$ cat src/rtl/results_dma_tx.sv
// results_dma_tx
//   Packs a stream of 9-bit GBDT results into DMA_RATE-bit beats.
//   G = DMA_RATE/9 results are packed per beat, with lane 0 in the LSBs.
//   CYCLES_NUM beats make one frame.
//
// Parameters
//   DMA_RATE   : beat width in bits, a multiple of 9 (default 144)
//   CYCLES_NUM : beats per frame (default 16)
//
// Ports
//   gbdt_clk, gbdt_rst_n : clock, asynchronous active-low reset
//   start                : frame start request, looked at in IDLE only
//   res_data/res_valid   : result stream in; res_ready is high while filling a beat
//   dma_data/dma_valid   : packed beat out; held stable until dma_ready
//   dma_last             : the current beat is the last beat of the frame
//   busy                 : a frame is in progress
//   done                 : one-cycle pulse after the final beat is accepted
//
// Optional feature (macro RESULTS_DMA_TX_FRAME_CNT_EN)
//   Adds the 8-bit output frame_cnt. It counts completed frames, wraps at 255,
//   and steps in the same cycle that done pulses.

`ifndef DMA_RATE
`define DMA_RATE 144
`endif
`ifndef CYCLES_NUM
`define CYCLES_NUM 16
`endif

module results_dma_tx #(
    parameter int DMA_RATE   = `DMA_RATE,
    parameter int CYCLES_NUM = `CYCLES_NUM
) (
    input  logic                gbdt_clk,
    input  logic                gbdt_rst_n,
    input  logic                start,
    input  logic [8:0]          res_data,
    input  logic                res_valid,
    output logic                res_ready,
    output logic [DMA_RATE-1:0] dma_data,
    output logic                dma_valid,
    input  logic                dma_ready,
    output logic                dma_last,
    output logic                busy,
    output logic                done
`ifdef RESULTS_DMA_TX_FRAME_CNT_EN
    ,
    output logic [7:0]          frame_cnt
`endif
);

    localparam int G  = DMA_RATE / 9;
    localparam int LW = $clog2(G) + 1;
    localparam int BW = $clog2(CYCLES_NUM) + 1;
    localparam logic [LW-1:0] LANE_LAST = LW'(G - 1);
    localparam logic [BW-1:0] BEAT_LAST = BW'(CYCLES_NUM - 1);

    typedef enum logic [1:0] {IDLE, FILL, SEND} state_t;

    state_t              state_q, state_d;
    logic [LW-1:0]       lane_cnt_q, lane_cnt_d;
    logic [BW-1:0]       beat_cnt_q, beat_cnt_d;
    logic [DMA_RATE-1:0] data_q, data_d;
    logic                res_ready_q, res_ready_d;
    logic                dma_valid_q, dma_valid_d;
    logic                dma_last_q, dma_last_d;
    logic                busy_q, busy_d;
    logic                done_q, done_d;
`ifdef RESULTS_DMA_TX_FRAME_CNT_EN
    logic [7:0]          frame_cnt_q, frame_cnt_d;
`endif

    always_comb begin
        state_d    = state_q;
        lane_cnt_d = lane_cnt_q;
        beat_cnt_d = beat_cnt_q;
        data_d     = data_q;
        done_d     = 1'b0;
        unique case (state_q)
            IDLE: begin
                if (start) begin
                    state_d    = FILL;
                    lane_cnt_d = '0;
                    beat_cnt_d = '0;
                    data_d     = '0;
                end
            end
            FILL: begin
                if (res_valid && res_ready_q) begin
                    // The lane select uses constant indices, so the part-select
                    // can never go past the top of the beat.
                    for (int i = 0; i < G; i++) begin
                        if (lane_cnt_q == LW'(i)) data_d[9*i +: 9] = res_data;
                    end
                    lane_cnt_d = lane_cnt_q + 1'b1;
                    if (lane_cnt_q == LANE_LAST) state_d = SEND;
                end
            end
            SEND: begin
                if (dma_ready) begin
                    if (beat_cnt_q == BEAT_LAST) begin
                        state_d = IDLE;
                        done_d  = 1'b1;
                    end else begin
                        state_d    = FILL;
                        beat_cnt_d = beat_cnt_q + 1'b1;
                        lane_cnt_d = '0;
                    end
                end
            end
            default: state_d = IDLE;
        endcase

        // The handshake outputs are registered copies of the next state.
        // That way they change on the same edge as the state.
        res_ready_d = (state_d == FILL);
        dma_valid_d = (state_d == SEND);
        dma_last_d  = (state_d == SEND) && (beat_cnt_d == BEAT_LAST);
        busy_d      = (state_d != IDLE);
`ifdef RESULTS_DMA_TX_FRAME_CNT_EN
        frame_cnt_d = done_d ? frame_cnt_q + 8'd1 : frame_cnt_q;
`endif
    end

    always_ff @(posedge gbdt_clk or negedge gbdt_rst_n) begin
        if (!gbdt_rst_n) begin
            state_q     <= IDLE;
            lane_cnt_q  <= '0;
            beat_cnt_q  <= '0;
            data_q      <= '0;
            res_ready_q <= 1'b0;
            dma_valid_q <= 1'b0;
            dma_last_q  <= 1'b0;
            busy_q      <= 1'b0;
            done_q      <= 1'b0;
`ifdef RESULTS_DMA_TX_FRAME_CNT_EN
            frame_cnt_q <= 8'd0;
`endif
        end else begin
            state_q     <= state_d;
            lane_cnt_q  <= lane_cnt_d;
            beat_cnt_q  <= beat_cnt_d;
            data_q      <= data_d;
            res_ready_q <= res_ready_d;
            dma_valid_q <= dma_valid_d;
            dma_last_q  <= dma_last_d;
            busy_q      <= busy_d;
            done_q      <= done_d;
`ifdef RESULTS_DMA_TX_FRAME_CNT_EN
            frame_cnt_q <= frame_cnt_d;
`endif
        end
    end

    assign res_ready = res_ready_q;
    assign dma_data  = data_q;
    assign dma_valid = dma_valid_q;
    assign dma_last  = dma_last_q;
    assign busy      = busy_q;
    assign done      = done_q;
`ifdef RESULTS_DMA_TX_FRAME_CNT_EN
    assign frame_cnt = frame_cnt_q;
`endif

endmodule

$ cat config.mk
export PLATFORM = sky130hd
export DESIGN_NAME = results_dma_tx
export DESIGN_NICKNAME = d
export VERILOG_FILES = /design/src/rtl/results_dma_tx.sv
export SDC_FILE = /design/constraint.sdc
export NUM_CORES = 1
export LEC_CHECK = 0
export ABC_AREA = 1
export BUFFER_PORTS_ARGS = -buffer_cell sky130_fd_sc_hd__buf_2
export CELL_PAD_IN_SITES_DETAIL_PLACEMENT = 0
export CELL_PAD_IN_SITES_GLOBAL_PLACEMENT = 1
export CORE_MARGIN = 4
export CORE_UTILIZATION = 36
export DETAILED_ROUTE_END_ITERATION = 8
export PLACE_DENSITY = 0.84
export SYNTH_ARGS = -nofsm -noshare
export SYNTH_HDL_FRONTEND = slang
export SYNTH_SLANG_ARGS = --single-unit
$ cat constraint.sdc
create_clock -name gbdt_clk -period 1.8 [get_ports gbdt_clk]
set_input_delay 0.09 -clock gbdt_clk [delete_from_list [all_inputs] [get_ports gbdt_clk]]
set_output_delay 0.09 -clock gbdt_clk [all_outputs]
set_load 0.03 [all_outputs]
==> results of run 1 <==
==> flip-flops by register name (all words and copies together), names as in the netlist <==
| signal | flops |
|---|---|
| busy | 1 |
| done | 1 |
| dma_valid | 1 |
| lane_cnt_q | 5 |
| dma_data | 144 |
| dma_last | 1 |
| beat_cnt_q | 5 |
| res_ready | 1 |
| state_q | 2 |
==> area by class of cell <==
| class | count | area, um^2 |
|---|---|---|
| fillers | 1651 | 9179 |
| clock inverters | 14 | 158.9 |
| well taps | 225 | 281.5 |
| clock buffers | 17 | 425.4 |
| inverters | 21 | 88.84 |
| repair buffers | 187 | 1065 |
| flip-flops and latches | 161 | 4030 |
| multi-input cells | 413 | 2128 |
==> final timing paths <==
| path | to | slack [ns] | depth (start not counted) |
|---|---|---|---|
| worst max-delay path | busy | 0.09 | 8 |
| worst min-delay path | dma_data[89] | 0.12 | 3 |
| worst max register to register | busy | 0.09 | 8 |
| worst min register to register | dma_data[95] | 0.48 | 2 |
| max in group asynchronous | state_q[1] | 1.08 | 3 |
| min in group asynchronous | dma_data[97] | 0.14 | 2 |
==> Yosys cell counts, drive strengths merged (6+ instances only) <==
| cell | instances |
|---|---|
| inv | 21 |
| o21ai | 132 |
| clkbuf | 14 |
| dfrtp | 161 |
| nand3 | 10 |
| nor3 | 10 |
| a21oi | 30 |
| ha | 6 |
| nand2 | 156 |
| nor2 | 52 |
| buf | 17 |
==> through the flow <==
step	TNS [ns]	total power [uW]
6_report	0	17940
5_1_grt	-0.01244	19140
4_1_cts	0	18020
3_5_place_dp	0	14330
3_3_place_gp	0	14180
2_1_floorplan	0	11760
==> placed cells by master (no fill, tap or decap), drive strengths merged, types with 3 or more instances in the layout <==
master         n
buf          183
dfrtp        161
nand2        156
o21ai        132
nor2          52
a21oi         30
inv           25
clkbuf        17
nand3         10
nor3          10
ha             6
clkinv         5
dlygate4sd3    4
o211ai         3
nor4           3
clkinvlp       3
o22ai          3
==> what timing repair did <==
action,4_1_cts,5_1_grt
hold buffers,3,1
buffers inserted,0,0
endpoints found under the hold margin,163,1
endpoints found under the setup margin,0,96
resized for setup,0,17
==> report_power, final <==
group | internal (uW) | switching (uW)
combinational | 2230 | 5900
clock | 2060 | 1540
sequential | 5260 | 956
total | 9550 | 8390
==> cells by family (layout without fill, tap and decap cells) <==
group	count (synthesis)	count (layout)	synth area share
DFF	161	161	0.6315
adders and majority gates	6	6	0.01177
AOI/OAI and AO/OA	171	171	0.1465
buffers and inverters	52	239	0.05119
and+or+nand+nor	233	233	0.1549
xor gates and xnor gates	3	3	0.004119
==> worst max-delay path, stage by stage (launching register included) <==
cell and delay (ns):
dfrtp_1 0.39, ha_2 0.20, inv_1 0.07, nor2_1 0.11
ha_2 0.22, nand3_2 0.11, nand2_1 0.10, o211ai_1 0.11
or2_2 0.28
==> routing by layer <==
metal / up-vias / global-route usage / share of wire
li1: 2430 / - / -
met5: - / 0 / 0
met2: 123 / 0.2814 / 0.47
met4: 0 / 0.05507 / 0.014
met3: 17 / 0.04579 / 0.052
met1: 2314 / 0.2430 / 0.46
==> metrics.txt, run 1 <==
starting density of the core 0.3676; Die Area 0.01992 mm^2; drt total wl 17.03 mm; Synth area leaders dfrtp_1, o21ai_0, nand2_1, nor2_1, a21oi_1; status finished, final reports clean; H-Tree Depth 4; PD cells 2194 mW/mm^2; maxcap violations 0; CTS root buf clkbuf_16; Critical Path AT 2.01 ns; period utilisation layout 0.9498; drt via density 4.705; initial antenna violation count 0; Critical Path RT 2.10 ns; Max-slew headroom 0.5800; YS warnings 0; syn_area_per_cell 10.19 um^2; Worst-Margin Slew 0.6299 ns; DRC Markers 0; DRT antenna net count 0; Most used DFF post-synth dfrtp_1; core box area 0.01736 mm^2; WL/cell 16.41 um; post-synthesis sequential area ratio 0.6315; antenna cells 0; Remaining Overflow, GRT 0; CP startpoint kind register; Die W 141.1 um; Post-synth EDFFs 0; row cnt 48; # nets final 821; Max Clock Freq 584.9 MHz; CP endpoint kind register; Tot GR Track Use 0.1784; clk sinks 161; Placement Cell Area 0.007448 mm^2; GP Congestion 0.8082; vias in the first global route 4940; Post-Place Worst Slack 0.03380 ns; DP Cell Count 1003; share of layout cells above drive strength 1 0.3063; crit path max fanout 4; Hold Crit Start res_data[8]; Setup CP Type register to register; HP Class input port to register; CTS tree yes; Num CTS Buffers 17; Design Area, Final 0.008178 mm^2; final setup vio count 0; #FFs+latches synth 161; Ports 163; crit path from lane_cnt_q[1]; Cell Area, Synth 0.006380 mm^2; Peak VDD IR 0.001058 V; Final min period 1.710 ns; Final Worst Setup Slack 0.09028 ns; final hold vios 0; global-route wire length before repair 27.59 mm; Syn Inst Count 626; clk slew on worst S/H paths 0.07 ns; Final Util 0.4712; FFs w/ async S/R, synth 1.000; Synth top area share 0.6315; Buffers on Ports 162; max-slew violation count 0; Clk Latency, worst-skew pair 0.42 ns; largest net degree at the start of global routing 47; Final Non-Filler Cells 1038; Syn-to-layout area delta 28.18%; worst hold margin 0.1168 ns; routed via count 4884; Starting DRT DRC Count 233; Die Ht 141.1 um; clk buf depth 2; Pre-antenna DRT Iters 4; P_leak 0.004089 uW; dpl hpwl 11.51 mm; Clock Skews 0.007463 ns; synth unique cells 33; largest area contributor in the netlist dfrtp_1; worst reg2reg startpoint lane_cnt_q[1]; syn nets 646
Note: power is estimated with default switching activity, not from simulation.
==> run 2, diff against run 1 <==
CTS_BUF_LIST = sky130_fd_sc_hd__clkbuf_4 sky130_fd_sc_hd__clkbuf_8 sky130_fd_sc_hd__clkbuf_16   (was default)
PLACE_DENSITY = default   (was 0.84)
PLACE_DENSITY_LB_ADDON = 0.15   (was default)
==> metrics.txt, run 2 (same netlist as run 1, synthesis figures left out) <==
CP startpoint kind register; HP Class input port to register; H-Tree Depth 4; clk sinks 161; row cnt 48; Final Worst Setup Slack 0.1179 ns; Starting DRT DRC Count 268; global-route wire length before repair 28.37 mm; DRC Markers 0; WL/cell 17.19 um; final setup vio count 0; clk slew on worst S/H paths 0.06 ns; Worst-Margin Slew 0.5590 ns; DRT antenna net count 0; Setup CP Type register to register; initial antenna violation count 0; period utilisation layout 0.9345; most used cell, CP ha_2; maxcap violations 0; CP bufs+invs 1; Pint 9518 uW; delay of the slowest critical-path stage 0.40 ns; CP delay by family, top simple AND/OR/NAND/NOR gates; Critical Path AT 1.98 ns; Clk pwr share 0.190; clk buf depth 2; Num CTS Buffers 17; most frequent cells in the layout buf_2, dfrtp_1, nand2_1; Final min period 1.682 ns; Ports 163; reg2reg end busy; Critical Path RT 2.10 ns; drt total wl 17.88 mm; core box area 0.01736 mm^2; Die W 141.1 um; max-slew violation count 0; Hold Crit Start res_valid; crit path from lane_cnt_q[1]; reg2reg setup slack 0.12 ns; commonest non-fill, non-tap cell in the layout buf_2; status finished, final reports clean; share of layout cells above drive strength 1 0.3182; Peak VDD IR 0.0009006 V; Final Non-Filler Cells 1040; worst reg2reg path depth 8; max reg flops 144; final hold vios 0; Clk Latency, worst-skew pair 0.42 ns; Gate power share 0.462; Tot GR Track Use 0.1847; Final Util 0.4728; Design Area, Final 0.008205 mm^2; Switching Share 0.4665; unrepaired setup endpoints after global routing yes; drt via density 4.720; CTS root buf clkbuf_16; Die Area 0.01992 mm^2; Buffers on Ports 162; PD cells 2174 mW/mm^2; Setup Total Neg Slack 0 ns; starting density of the core 0.3676; worst reg2reg startpoint lane_cnt_q[1]; routed via count 4909; Pre-antenna DRT Iters 4; Die Ht 141.1 um; P_leak 0.004093 uW; CP endpoint kind register; DP Cell Count 1005; Slowest-stage cell, CP dfrtp_1; Post-Place Worst Slack -0.03684 ns; largest net degree at the start of global routing 56; vias in the first global route 4894; dpl hpwl 12.28 mm; GP Congestion 0.8159; Clock Skews 0.01605 ns; # nets final 823; Max Clock Freq 594.5 MHz; crit path to busy; worst-path cell chain ha_2 > inv_2 > nor2_1 > ha_2 > nand3_4 > nand2_2 > o211ai_1 > or2_2; CTS tree yes; Placement Cell Area 0.007463 mm^2; Levels on crit path 8; crit path max fanout 4; Remaining Overflow, GRT 0; Reg power frac 0.347; Max-slew headroom 0.6273; Syn-to-layout area delta 28.61%; net switching power 8322 uW
[run 2: worst min-delay path by stage]
stage	cells past startpoint	to
2_1_floorplan	0	beat_cnt_q[0]
3_3_place_gp	1	dma_data[88]
3_5_place_dp	1	dma_data[81]
4_1_cts	2	dma_valid
5_1_grt	3	dma_valid
6_report	3	dma_valid
[run 2: tightest hold or removal path, cell delays in order]
cell     delay (ns)
buf_2          0.12
nand3_4        0.08
o22ai_1        0.08
[run 2: power groups by stage]
stage,Sequential (uW),Combinational (uW),Clock (uW)
2_1_floorplan,9240,2530,0
3_3_place_gp,6220,8050,0
3_5_place_dp,6240,8170,0
4_1_cts,6200,8190,3470
5_1_grt,6420,8980,3640
6_report,6190,8250,3400
[run 2: timing repair]
item / CTS / global route
endpoints found under the setup margin: 1 / 114
hold buffers: 2 / 0
resized for setup: 1 / 25
setup buffers: 0 / 2
pin swaps: 0 / 1
hold endpoints to repair: 52 / 0
[run 2: stage by stage]
stage / total power, uW / hold WS (ns)
3_3_place_gp: 14260 / 0.09487
6_report: 17840 / 0.01706
3_5_place_dp: 14410 / 0.1017
4_1_cts: 17850 / 0.02231
2_1_floorplan: 11760 / -0.2056
5_1_grt: 19040 / 0.02263
[run 2: area by class of cell]
cell class,count,area [um^2]
Antenna cell,1,2.502
Clock buffer,21,467.9
Clock inverter,9,83.83
Fill cell,1683,9151
Inverter,21,88.84
Multi-Input combinational cell,413,2163
Sequential cell,161,4030
Tap cell,225,281.5
Timing Repair Buffer,189,1087
[run 2: layer usage]
metal	track usage	wire, um	up-vias
met2	0.3052	8913	105
met3	0.04172	899	4
li1	-	-	2432
met1	0.2479	7951	2368
met5	0	0	-
met4	0.04539	117	0
